## config.mk

```make
export PLATFORM = sky130hd
export DESIGN_NAME = snake_head_ctrl_flat
export DESIGN_NICKNAME = d
export VERILOG_FILES = /design/src/rtl/snake_head_ctrl_pkg.sv /design/src/rtl/snake_head_ctrl_if.sv /design/src/rtl/snake_head_ctrl_tick_gen.sv /design/src/rtl/snake_head_ctrl.sv /design/src/flat_wrapper.sv
export SDC_FILE = /design/constraint.sdc
export NUM_CORES = 1
export LEC_CHECK = 0
export CORE_MARGIN = 2
export CORE_UTILIZATION = 56
export DETAILED_ROUTE_END_ITERATION = 8
export PLACE_DENSITY = 0.89
export SLEW_MARGIN = 15
export SYNTH_ARGS = -nofsm -noshare
export SYNTH_HDL_FRONTEND = slang
export SYNTH_SLANG_ARGS = --single-unit
```

## constraint.sdc

```tcl
create_clock -name clk -period 4 [get_ports clk]
set_input_delay 0.8 -clock clk [delete_from_list [all_inputs] [get_ports clk]]
set_output_delay 0.8 -clock clk [all_outputs]
set_load 0.02 [all_outputs]
```

## src/rtl/snake_head_ctrl_pkg.sv

```systemverilog
// Shared snake game types: direction and FSM encodings, default grid geometry.
// Latency: n/a (declarations only).
// Backpressure: n/a.
package snake_head_ctrl_pkg;

    typedef enum logic [1:0] {
        DIR_UP    = 2'd0,
        DIR_DOWN  = 2'd1,
        DIR_LEFT  = 2'd2,
        DIR_RIGHT = 2'd3
    } dir_t;

    typedef enum logic [2:0] {
        ST_IDLE = 3'd0,
        ST_INIT = 3'd1,
        ST_RUN  = 3'd2,
        ST_STEP = 3'd3,
        ST_EMIT = 3'd4,
        ST_OVER = 3'd5
    } state_t;

    // Geometry defaults shared with the body stack and the renderer.
    localparam int GRID_W_DEF = 40;
    localparam int GRID_H_DEF = 30;
    localparam int CELL_DEF   = 16;

    // UP/DOWN and LEFT/RIGHT differ only in bit 0, so opposites XOR to 2'b01.
    function automatic logic is_opposite(input dir_t a, input dir_t b);
        return ((a ^ b) == 2'b01);
    endfunction

endpackage

```

## src/rtl/snake_head_ctrl_if.sv

```systemverilog
// Segment bus from the head controller to the body stack.
// Latency: n/a (wires only).
// Backpressure: none; the stack must accept every push/pop strobe.
interface snake_head_ctrl_if;
    logic [11:0] posEntX;
    logic [11:0] posEntY;
    logic        push;
    logic        pop;
    logic        eaten;

    modport master (output posEntX, output posEntY, output push, output pop, output eaten);
    modport slave  (input  posEntX, input  posEntY, input  push, input  pop, input  eaten);
endinterface

```

## src/rtl/snake_head_ctrl_tick_gen.sv

```systemverilog
// Game-step divider: counts 0..TICK_DIV-1 while enabled, strobes tick on the last count.
// Latency: tick is combinational from the registered count and the enable.
// Backpressure: disabling holds the count, so a suppressed tick fires once re-enabled.
module snake_tick_gen #(
    parameter int TICK_DIV = 5_000_000
) (
    input  logic clk,
    input  logic clr,
    input  logic en,
    output logic tick
);
    localparam int CW = (TICK_DIV > 1) ? $clog2(TICK_DIV) : 1;

    logic [CW-1:0] cnt;
    logic          last;

    assign last = (cnt == CW'(TICK_DIV - 1));
    assign tick = en && last;

    // Free-running step counter, frozen whenever not enabled.
    always_ff @(posedge clk) begin
        if (clr) begin
            cnt <= '0;
        end else if (en) begin
            cnt <= last ? '0 : cnt + 1'b1;
        end
    end
endmodule

```

## src/rtl/snake_head_ctrl.sv

```systemverilog
// Snake head controller: tracks head/dir, emits one push (grow) or pop (move) per game step.
// Latency: tick in cycle N -> STEP in N+1 -> push/pop/eaten strobes visible in N+2.
// Backpressure: none; strobes are single-cycle and the body stack must always accept them.
module snake_head_ctrl
    import snake_head_ctrl_pkg::*;
#(
    parameter int GRID_W   = GRID_W_DEF,
    parameter int GRID_H   = GRID_H_DEF,
    parameter int CELL     = CELL_DEF,
    parameter int TICK_DIV = 5_000_000,
    parameter int START_X  = 20,
    parameter int START_Y  = 15,
    parameter int INIT_LEN = 3,
    parameter int LEN_MAX  = 500,
    parameter int WRAP     = 0
) (
    input  logic        clk,
    input  logic        reset,
    input  logic        btn_up,
    input  logic        btn_down,
    input  logic        btn_left,
    input  logic        btn_right,
    input  logic        pause,
    input  logic [11:0] food_x,
    input  logic [11:0] food_y,
    input  logic        food_valid,
    snake_head_ctrl_if.master body,
    output logic        game_over,
    output logic [11:0] head_x,
    output logic [11:0] head_y,
    output logic [9:0]  length,
    output logic [15:0] score
);
    state_t      state;
    dir_t        dir, pending_dir, req;
    logic        req_vld;
    logic [3:0]  btn_s1, btn_s2;      // {up, down, left, right}
    logic [9:0]  k;
    logic [11:0] nx, ny, init_cell;
    logic        off, hit, tick;
    logic [11:0] pos_x, pos_y;
    logic        push_r, pop_r, eaten_r;

    assign body.posEntX = pos_x;
    assign body.posEntY = pos_y;
    assign body.push    = push_r;
    assign body.pop     = pop_r;
    assign body.eaten   = eaten_r;

    function automatic logic [11:0] to_px(input logic [11:0] c);
        return c * 12'(CELL);
    endfunction

    snake_tick_gen #(.TICK_DIV(TICK_DIV)) u_tick (
        .clk  (clk),
        .clr  (reset),
        .en   ((state == ST_RUN) && !pause),
        .tick (tick)
    );

    // Two-flop synchronizer for the raw buttons.
    always_ff @(posedge clk) begin
        if (reset) begin
            btn_s1 <= '0;
            btn_s2 <= '0;
        end else begin
            btn_s1 <= {btn_up, btn_down, btn_left, btn_right};
            btn_s2 <= btn_s1;
        end
    end

    // Highest-priority pressed button: up > down > left > right.
    always_comb begin
        req     = DIR_RIGHT;
        req_vld = 1'b1;
        if      (btn_s2[3]) req = DIR_UP;
        else if (btn_s2[2]) req = DIR_DOWN;
        else if (btn_s2[1]) req = DIR_LEFT;
        else if (btn_s2[0]) req = DIR_RIGHT;
        else                req_vld = 1'b0;
    end

    // Latch the requested direction unless it would reverse the snake onto itself.
    always_ff @(posedge clk) begin
        if (reset) begin
            pending_dir <= DIR_RIGHT;
        end else if (req_vld && !is_opposite(req, dir)) begin
            pending_dir <= req;
        end
    end

    // Next head cell in the pending direction, with wall handling.
    always_comb begin
        nx  = head_x;
        ny  = head_y;
        off = 1'b0;
        case (pending_dir)
            DIR_UP: begin
                if (head_y == 12'd0) begin
                    if (WRAP != 0) ny = 12'(GRID_H - 1);
                    else           off = 1'b1;
                end else ny = head_y - 12'd1;
            end
            DIR_DOWN: begin
                if (head_y == 12'(GRID_H - 1)) begin
                    if (WRAP != 0) ny = 12'd0;
                    else           off = 1'b1;
                end else ny = head_y + 12'd1;
            end
            DIR_LEFT: begin
                if (head_x == 12'd0) begin
                    if (WRAP != 0) nx = 12'(GRID_W - 1);
                    else           off = 1'b1;
                end else nx = head_x - 12'd1;
            end
            default: begin
                if (head_x == 12'(GRID_W - 1)) begin
                    if (WRAP != 0) nx = 12'd0;
                    else           off = 1'b1;
                end else nx = head_x + 12'd1;
            end
        endcase
        hit       = food_valid && (nx == food_x) && (ny == food_y);
        init_cell = 12'(START_X - INIT_LEN + 1) + 12'(k);
    end

    // Game FSM; strobes are set on the STEP edge so they are visible during EMIT.
    always_ff @(posedge clk) begin
        if (reset) begin
            state     <= ST_IDLE;
            pos_x     <= '0;
            pos_y     <= '0;
            push_r    <= 1'b0;
            pop_r     <= 1'b0;
            eaten_r   <= 1'b0;
            game_over <= 1'b0;
            head_x    <= 12'(START_X);
            head_y    <= 12'(START_Y);
            dir       <= DIR_RIGHT;
            length    <= '0;
            score     <= '0;
            k         <= '0;
        end else begin
            push_r  <= 1'b0;
            pop_r   <= 1'b0;
            eaten_r <= 1'b0;
            case (state)
                ST_IDLE: begin
                    if (|btn_s2) begin
                        state <= ST_INIT;
                        k     <= '0;
                    end
                end
                ST_INIT: begin
                    push_r <= 1'b1;
                    pos_x  <= to_px(init_cell);
                    pos_y  <= to_px(12'(START_Y));
                    length <= length + 10'd1;
                    k      <= k + 10'd1;
                    if (k == 10'(INIT_LEN - 1)) begin
                        state  <= ST_RUN;
                        head_x <= 12'(START_X);
                        head_y <= 12'(START_Y);
                    end
                end
                ST_RUN: begin
                    if (tick) state <= ST_STEP;
                end
                ST_STEP: begin
                    dir <= pending_dir;
                    if (off) begin
                        state     <= ST_OVER;
                        game_over <= 1'b1;
                    end else begin
                        state  <= ST_EMIT;
                        head_x <= nx;
                        head_y <= ny;
                        pos_x  <= to_px(nx);
                        pos_y  <= to_px(ny);
                        if (hit && (length < 10'(LEN_MAX))) begin
                            push_r <= 1'b1;
                            length <= length + 10'd1;
                        end else begin
                            pop_r <= 1'b1;
                        end
                        if (hit) begin
                            eaten_r <= 1'b1;
                            if (score != 16'hFFFF) score <= score + 16'd1;
                        end
                    end
                end
                ST_EMIT: begin
                    state <= ST_RUN;
                end
                ST_OVER: begin
                    game_over <= 1'b1;
                end
                default: begin
                    state <= ST_IDLE;
                end
            endcase
        end
    end
endmodule

```

## src/flat_wrapper.sv

```systemverilog
// flat-port wrapper written by rule: the top's interface ports become plain ports
module snake_head_ctrl_flat import snake_head_ctrl_pkg::*;
#(
    parameter int GRID_W   = GRID_W_DEF,
    parameter int GRID_H   = GRID_H_DEF,
    parameter int CELL     = CELL_DEF,
    parameter int TICK_DIV = 5_000_000,
    parameter int START_X  = 20,
    parameter int START_Y  = 15,
    parameter int INIT_LEN = 3,
    parameter int LEN_MAX  = 500,
    parameter int WRAP     = 0
)
  (clk, reset, btn_up, btn_down, btn_left, btn_right, pause, food_x, food_y, food_valid, game_over, head_x, head_y, length, score, body_posEntX, body_posEntY, body_push, body_pop, body_eaten);
  snake_head_ctrl_if body_i ();
  input  logic clk;
  input  logic reset;
  input  logic btn_up;
  input  logic btn_down;
  input  logic btn_left;
  input  logic btn_right;
  input  logic pause;
  input  logic [11:0] food_x;
  input  logic [11:0] food_y;
  input  logic food_valid;
  output logic game_over;
  output logic [11:0] head_x;
  output logic [11:0] head_y;
  output logic [9:0] length;
  output logic [15:0] score;
  output wire logic [$bits(body_i.posEntX)-1:0] body_posEntX;
  output wire logic [$bits(body_i.posEntY)-1:0] body_posEntY;
  output wire logic [$bits(body_i.push)-1:0] body_push;
  output wire logic [$bits(body_i.pop)-1:0] body_pop;
  output wire logic [$bits(body_i.eaten)-1:0] body_eaten;
  assign body_posEntX = body_i.posEntX;
  assign body_posEntY = body_i.posEntY;
  assign body_push = body_i.push;
  assign body_pop = body_i.pop;
  assign body_eaten = body_i.eaten;
  snake_head_ctrl #(.GRID_W(GRID_W), .GRID_H(GRID_H), .CELL(CELL), .TICK_DIV(TICK_DIV), .START_X(START_X), .START_Y(START_Y), .INIT_LEN(INIT_LEN), .LEN_MAX(LEN_MAX), .WRAP(WRAP)) u_core (.clk(clk), .reset(reset), .btn_up(btn_up), .btn_down(btn_down), .btn_left(btn_left), .btn_right(btn_right), .pause(pause), .food_x(food_x), .food_y(food_y), .food_valid(food_valid), .body(body_i), .game_over(game_over), .head_x(head_x), .head_y(head_y), .length(length), .score(score));
endmodule
```

==> results of run 1 <==
==> power breakdown <==
part / total, µW / internal [µW] / switching [µW]
sequential: 1260 / 1210 / 47.7
combinational: 523 / 210 / 312
clock: 1660 / 1060 / 598
total: 3450 / 2490 / 958
==> per-stage QoR <==
| stage | total power, µW | setup TNS, ps |
|---|---|---|
| 4_1_cts | 3439 | 0 |
| 6_report | 3446 | 0 |
| 3_5_place_dp | 1789 | 0 |
| 3_3_place_gp | 1781 | 0 |
| 2_1_floorplan | 1599 | 0 |
| 5_1_grt | 3550 | -2.749 |
==> per-layer routing <==
metal  share of wire [%]  vias to the layer above  GRT usage [%]
li1                    -                     3858              -
met1                  41                     3945          43.17
met2                  47                      468          55.16
met3                 9.3                       69          9.117
met4                 3.3                        0          14.10
met5                   0                        -              0
==> layout make-up <==
cell class / count / share of cell area [%]
Sequential cell: 118 / 24.34
Clock inverter: 13 / 2.011
Clock buffer: 18 / 4.525
Inverter: 22 / 0.8508
Tap cell: 176 / 2.269
Timing Repair Buffer: 159 / 14.85
Multi-Input combinational cell: 794 / 51.13
Antenna cell: 1 / 0.02578
==> path summary, 6_finish.rpt <==
check	startpoint	to	slack [ps]	cells after the start
worst max-delay path	u_core.pending_dir[0]	u_core.length[6]	120	11
worst min register to register	u_core.btn_s1[2]	u_core.btn_s2[2]	460	1
worst min-delay path	u_core.btn_s1[2]	u_core.btn_s2[2]	460	1
worst max register to register	u_core.pending_dir[0]	u_core.length[6]	120	11
==> cell families (layout without fill, tap and decap cells) <==
family                     count (synthesis)  in the layout  share of synthesized area, %
and+or+nand+nor                          490            490                         34.03
other                                      1              9                       0.04884
muxes                                      8              8                         1.076
buffers and inverters                    100            212                         5.476
AOI/OAI and AO/OA                        218            218                         19.44
adders and majority gates                 13             13                         2.119
xor gates and xnor gates                  57             57                         7.040
DFF                                      118            118                         30.77
==> worst register-to-register path, stage by stage (launching register included) <==
cell,delay (ps)
dfxtp_1,440
buf_4,230
or4b_2,660
o32a_1,280
a211oi_1,240
o2111ai_1,260
a2111oi_2,300
and4_1,270
nand4b_1,150
and2_2,320
or4_1,500
a21oi_1,160
==> cell usage in the layout, fill, tap and decap left out, drive strengths merged, types with 13 or more instances in the layout <==
master	netlist	final
o21ai	40	40
and2	14	14
nand3	45	45
xnor2	33	33
clkbuf	59	18
or4	14	14
buf	19	59
nor3	30	30
nor4	18	18
clkdlybuf4s50	0	100
ha	13	13
xor2	21	21
a21oi	57	57
or2	14	14
and3	16	16
inv	22	25
nor2b	20	20
or3	25	25
nand4	20	20
nand2b	15	15
nand2	91	91
dfxtp	118	118
nor2	127	127
==> synth_stat cells (4+ instances only) <==
cell	number
xnor2_1	33
inv_1	22
and4_1	10
nor2_1	127
a211oi_1	8
o211ai_1	12
nand2b_1	15
nor4b_1	7
nand2_1	91
or4_1	12
xor2_1	21
a41oi_1	6
clkbuf_1	59
buf_2	6
and3_1	16
nor2b_1	20
nor4_1	14
a211o_1	5
or2_2	11
mux2i_1	6
a311oi_1	8
o21ai_0	38
a31oi_1	8
a32oi_1	6
buf_1	4
and3b_1	5
nand4_1	20
buf_4	8
and2_1	13
or3_1	25
ha_1	13
o22ai_1	5
o21a_1	5
a22oi_1	9
o31ai_1	7
nor3_1	30
a2111oi_0	6
dfxtp_1	118
a21oi_1	56
nand3_1	45
==> flip-flops by register name, indices dropped and copies added, names as in the netlist, 3 cells and up <==
register             flops
u_core.length           10
u_core.body.posEntY      8
u_core.k                10
u_core.u_tick.cnt       23
u_core.btn_s2            4
u_core.head_y           12
u_core.score            16
u_core.head_x           12
u_core.state             3
u_core.body.posEntX      8
u_core.btn_s1            4
==> timing repair <==
item	in CTS	in global routing
resized for setup	0	10
hold endpoints to repair	0	0
endpoints found under the setup margin	0	23
==> impl_metrics.csv, run 1 <==
group,metric,value,unit
yosys,ys_warn_count,0,
worst_setup_path,cp_max_fo,16,
clocking,cts_root_buffer,"clkbuf_16",
final_layout,drive_gt1_share,11.21,%
global_routing,grt_pass1_vias,7740,
route,dr.pass1.iters,7,
route,routed_wl,25.12,mm
clocking,clkTransAtPathRegs,60,ps
placement,portBuffers,101,
outcome,status,"finished, final reports clean",
global_routing,grt_usage,34.19,%
clocking,ctsLongestPathBuffers,2,
yosys,synth_area,7677,µm²
clocking,numCtsBuffers,17,
final_layout,nFillCells,979,
die,die_h,121.1,µm
yosys,ys_seq_elements,118,
flow_run,cap_viol_max_count,0,
pwr,power.density,355.1,nW/µm²
placement,placed_area,9027,µm²
final_layout,stdcell_area,9706,µm²
yosys,synthTopCellsByArea,"dfxtp_1, nor2_1, nand2_1, xnor2_1, a21oi_1",
route,dr.first_iter.drc_count,901,
yosys,synth_top_flop_cell,"dfxtp_1",
sta,fin_ws,115.5,ps
sta,fmax,0.2574,GHz
pwr,leakagePower,0.003436,µW
global_routing,grt_pass1_wl,39.44,mm
sta,worstMarginPinSlew,785.5,ps
worst_setup_path,critPathBufInv,1,
die,start_util,57.75,%
die,die-area,14660,µm²
worst_setup_path,startpoint_type,"flop",
sta,slew_headroom,47.63,%
die,io_pins,110,
global_routing,overflow,0,
worst_setup_path,crit_family,"simple AND/OR/NAND/NOR gates",
sta,min_period,3885,ps
final_layout,final_cells,1301,
yosys,syn-instance-count,1005,
clocking,cts_tree,"yes",
yosys,yosysTopAreaCellShare,30.77,%
final_layout,area.growth.synth_to_final,26.42,%
clocking,htreeDepth,4,
worst_setup_path,critical_path_class,"flop to flop",
placement,dpl.cell_count,1269,
sta,hold_violations,0,
worst_setup_path,crit_chain,"buf_4 -> or4b_2 -> o32a_1 -> a211oi_1 -> o2111ai_1 -> a2111oi_2 -> and4_1 -> nand4b_1 -> and2_2 -> or4_1 -> a21oi_1",
yosys,yosys.area.top_type,"dfxtp_1",
die,fp-row-count,42,
route,final_antenna_net_count,0,
die,core-area,13300,µm²
sta,fin_hold_ws,456.9,ps
sta,rsz0062_at_grt,"true",
global_routing,grt_max_degree,42,
yosys,async_reset_ff_share,0,%
pwr,peakVddDrop,361.1,µV
route,drc,0,
route,wl_per_cell,19.31,µm
placement,pre_cts_ws,93.81,ps
sta,finalClockSkew,9.494,ps
worst_setup_path,end_kind,"flop",
worst_setup_path,crit_required,4350,ps
placement,hpwlAfterDp,18.05,mm
yosys,avgSynthCellArea,7.639,µm²
yosys,synth_edf_count,0,
min_path,hold_class,"flop to flop",
yosys,yosysUniqueCellTypes,81,
yosys,ys_seq_area_share,30.77,%
clocking,hold_buffers,0,
route,avgViaCountPerCell,6.410,
final_layout,post-route-util,73.00,%
route,num_vias,8340,
worst_setup_path,cpMaxStageDelayCell,"or4b_2",
sta,setup_viol,0,
sta,maxSlewViolCount,0,
worst_setup_path,cpPeakStageDelay,660,ps
clocking,post_cts_buffers,0,
worst_setup_path,worstPathArrival,4240,ps
placement,place.gp.congestion,0.9995,
clocking,clkSinkCount,118,
clocking,clock_latency,430,ps
sta,post-route-period-util,97.11,%
final_layout,regArea,2362,µm²
global_routing,antenna_found_initial,1,
final_layout,multi_input_area,4962,µm²
final_layout,fin_nets,1157,
die,die_w,121.1,µm
Note: power is estimated with default switching activity, not from simulation.
==> run 2: changes to the inputs <==
- CAP_MARGIN: unset -> 20
- CORE_UTILIZATION: 56 -> 50
- PLACE_DENSITY: 0.89 -> 0.81
- SLEW_MARGIN: 15 -> 20
==> impl_metrics.csv, run 2 (synthesis results as in run 1) <==
group,metric,value,unit
outcome,status,"finished, final reports clean",
placement,place.gp.congestion,1.056,
worst_setup_path,r2r_end,"u_core.length[9]",
sta,post-route-period-util,96.43,%
worst_setup_path,worstPathArrival,4200,ps
sta,hold_violations,0,
final_layout,final_common_cell,"nor2_1",
final_layout,drive_gt1_share,10.93,%
worst_setup_path,crit_family,"simple AND/OR/NAND/NOR gates",
worst_setup_path,critPathBufInv,1,
die,io_pins,110,
final_layout,reg_top3,"u_core.u_tick.cnt x23, u_core.score x16",
global_routing,overflow,0,
die,die_w,127.9,µm
min_path,hold_path_depth,1,
sta,fmax,0.2592,GHz
final_layout,fin_nets,1159,
pwr,power.switching,897.6,µW
final_layout,regMostFlops,"u_core.u_tick.cnt",
clocking,ctsLongestPathBuffers,2,
global_routing,grt_pass1_wl,38.25,mm
worst_setup_path,crit_chain,"inv_1 -> ha_1 -> or4b_4 -> or3_1 -> and3_1 -> a2111oi_0 -> and4_1 -> and4_1 -> nand4b_1 -> and2_2 -> or4_1 -> a21oi_1",
route,avgViaCountPerCell,6.114,
worst_setup_path,critical_path_class,"flop to flop",
sta,setup_viol,0,
pwr,comb_power_share,15.9,%
clocking,post_cts_buffers,0,
pwr,peakVddDrop,352.9,µV
sta,fin_setup_tns,0,ps
worst_setup_path,critPathLaunch,"u_core.head_y[0]",
worst_setup_path,cpMaxStageDelayCell,"or4b_4",
die,start_util,50.88,%
clocking,hold_buffers,0,
sta,finalClockSkew,6.649,ps
clocking,cts.repair.resized,0,
route,dr.pass1.iters,6,
die,die-area,16360,µm²
placement,dpl.cell_count,1283,
clocking,clkTransAtPathRegs,50,ps
worst_setup_path,cp_max_fo,12,
worst_setup_path,cp.depth,12,
clocking,cts_tree,"yes",
worst_setup_path,reg2reg_depth,12,
global_routing,antenna_found_initial,0,
global_routing,grt_pass1_vias,7347,
route,routed_wl,24.05,mm
sta,min_period,3857,ps
sta,maxSlewViolCount,0,
route,wl_per_cell,18.31,µm
placement,portBuffers,101,
route,drc,0,
pwr,pwr-share-seq,38.3,%
sta,slew_headroom,31.17,%
min_path,hold-path-endpoint,"u_core.btn_s2[2]",
worst_setup_path,rrSetupSlack,140,ps
min_path,hp-start,"u_core.btn_s1[2]",
placement,hpwlAfterDp,17.85,mm
worst_setup_path,startpoint_type,"flop",
pwr,intPower,2403,µW
final_layout,area.growth.synth_to_final,25.86,%
die,fp-row-count,45,
route,dr.first_iter.drc_count,756,
die,core-area,15090,µm²
worst_setup_path,crit_required,4340,ps
clocking,htreeDepth,4,
worst_setup_path,r2r_start,"u_core.head_y[0]",
pwr,pwr-share-clk,45.8,%
clocking,numCtsBuffers,17,
global_routing,grt_max_degree,46,
pwr,power.density,341.6,nW/µm²
clocking,cts_root_buffer,"clkbuf_16",
clocking,clkSinkCount,118,
worst_setup_path,cpPeakStageDelay,500,ps
final_layout,final_cells,1313,
route,final_antenna_net_count,0,
flow_run,cap_viol_max_count,0,
pwr,leakagePower,0.003436,µW
worst_setup_path,end_kind,"flop",
clocking,clock_latency,420,ps
global_routing,grt_usage,29.46,%
route,num_vias,8028,
pwr,swShare,27.20,%
min_path,hold_class,"flop to flop",
final_layout,most-common-layout-cells,"nor2_1, dfxtp_1, clkdlybuf4s50_1",
final_layout,largest_reg_flops,23,
die,die_h,127.9,µm
sta,worstMarginPinSlew,1029,ps
worst_setup_path,crit_top_cell,"and4_1",
sta,rsz0062_at_grt,"false",
final_layout,diodes,0,
==> run 2: changes by cell type in the layout (fill, tap and decap cells not counted), moves of 2 or more <==
cell,previous run,this run
nor3_2,2,0
bufinv_16,4,2
clkinv_4,3,1
buf_4,58,60
clkinv_2,0,3
nor3_1,28,30
inv_6,3,0
clkbuf_8,1,4
==> run 2: layout make-up <==
cell class / count / area, µm²
Fill cell: 1315 / 5426
Clock buffer: 22 / 484.2
Multi-Input combinational cell: 794 / 4943
Sequential cell: 118 / 2362
Timing Repair Buffer: 161 / 1456
Clock inverter: 8 / 98.84
Inverter: 22 / 82.58
Tap cell: 188 / 235.2
==> run 2: stage by stage <==
step                      hold slack [ps]  worst slack, ps  cell area (µm²)  power (µW)  util, %
after CTS                           437.7            98.85             9641        3303    63.89
after floorplan                     413.8            317.8             7704        1599        -
after detailed placement            426.7            161.5             9057        1798    60.02
after global placement              422.6            200.1             9057        1795    60.02
final                               431.6            142.7             9663        3301    64.04
after global routing                459.8            11.46             9663        3420    64.04
==> run 2: how the worst max path moves through the flow <==
stage,end
6_report,u_core.length[9]
5_1_grt,u_core.length[5]
4_1_cts,u_core.score[8]
3_5_place_dp,u_core.score[10]
3_3_place_gp,u_core.length[1]
2_1_floorplan,u_core.score[10]
==> run 2: layer usage <==
layer  vias up  track usage [%]  share of wire, %
met4         0            10.08               2.5
met5         -                0                 0
met1      3759            39.08                44
met3        49            6.219               7.5
met2       353            47.72                46
li1       3867                -                 -
==> run 2: power by group through the flow <==
stage | sequential (µW) | combinational [µW] | clock, µW
floorplan | 1290 | 310 | 0
global placement | 1280 | 510 | 0
detailed placement | 1290 | 512 | 0
CTS | 1260 | 515 | 1530
global route | 1270 | 569 | 1580
finish | 1260 | 525 | 1510
==> run 2: worst register-to-register path: cells and delay by family (launching register included) <==
family	cells	cell delay [ps]
adder cells (fa/ha/maj)	1	180
flip-flops	1	360
AND/OR/NAND/NOR	8	2580
AO/OA/AOI/OAI	2	550
buffers and inverters	1	130
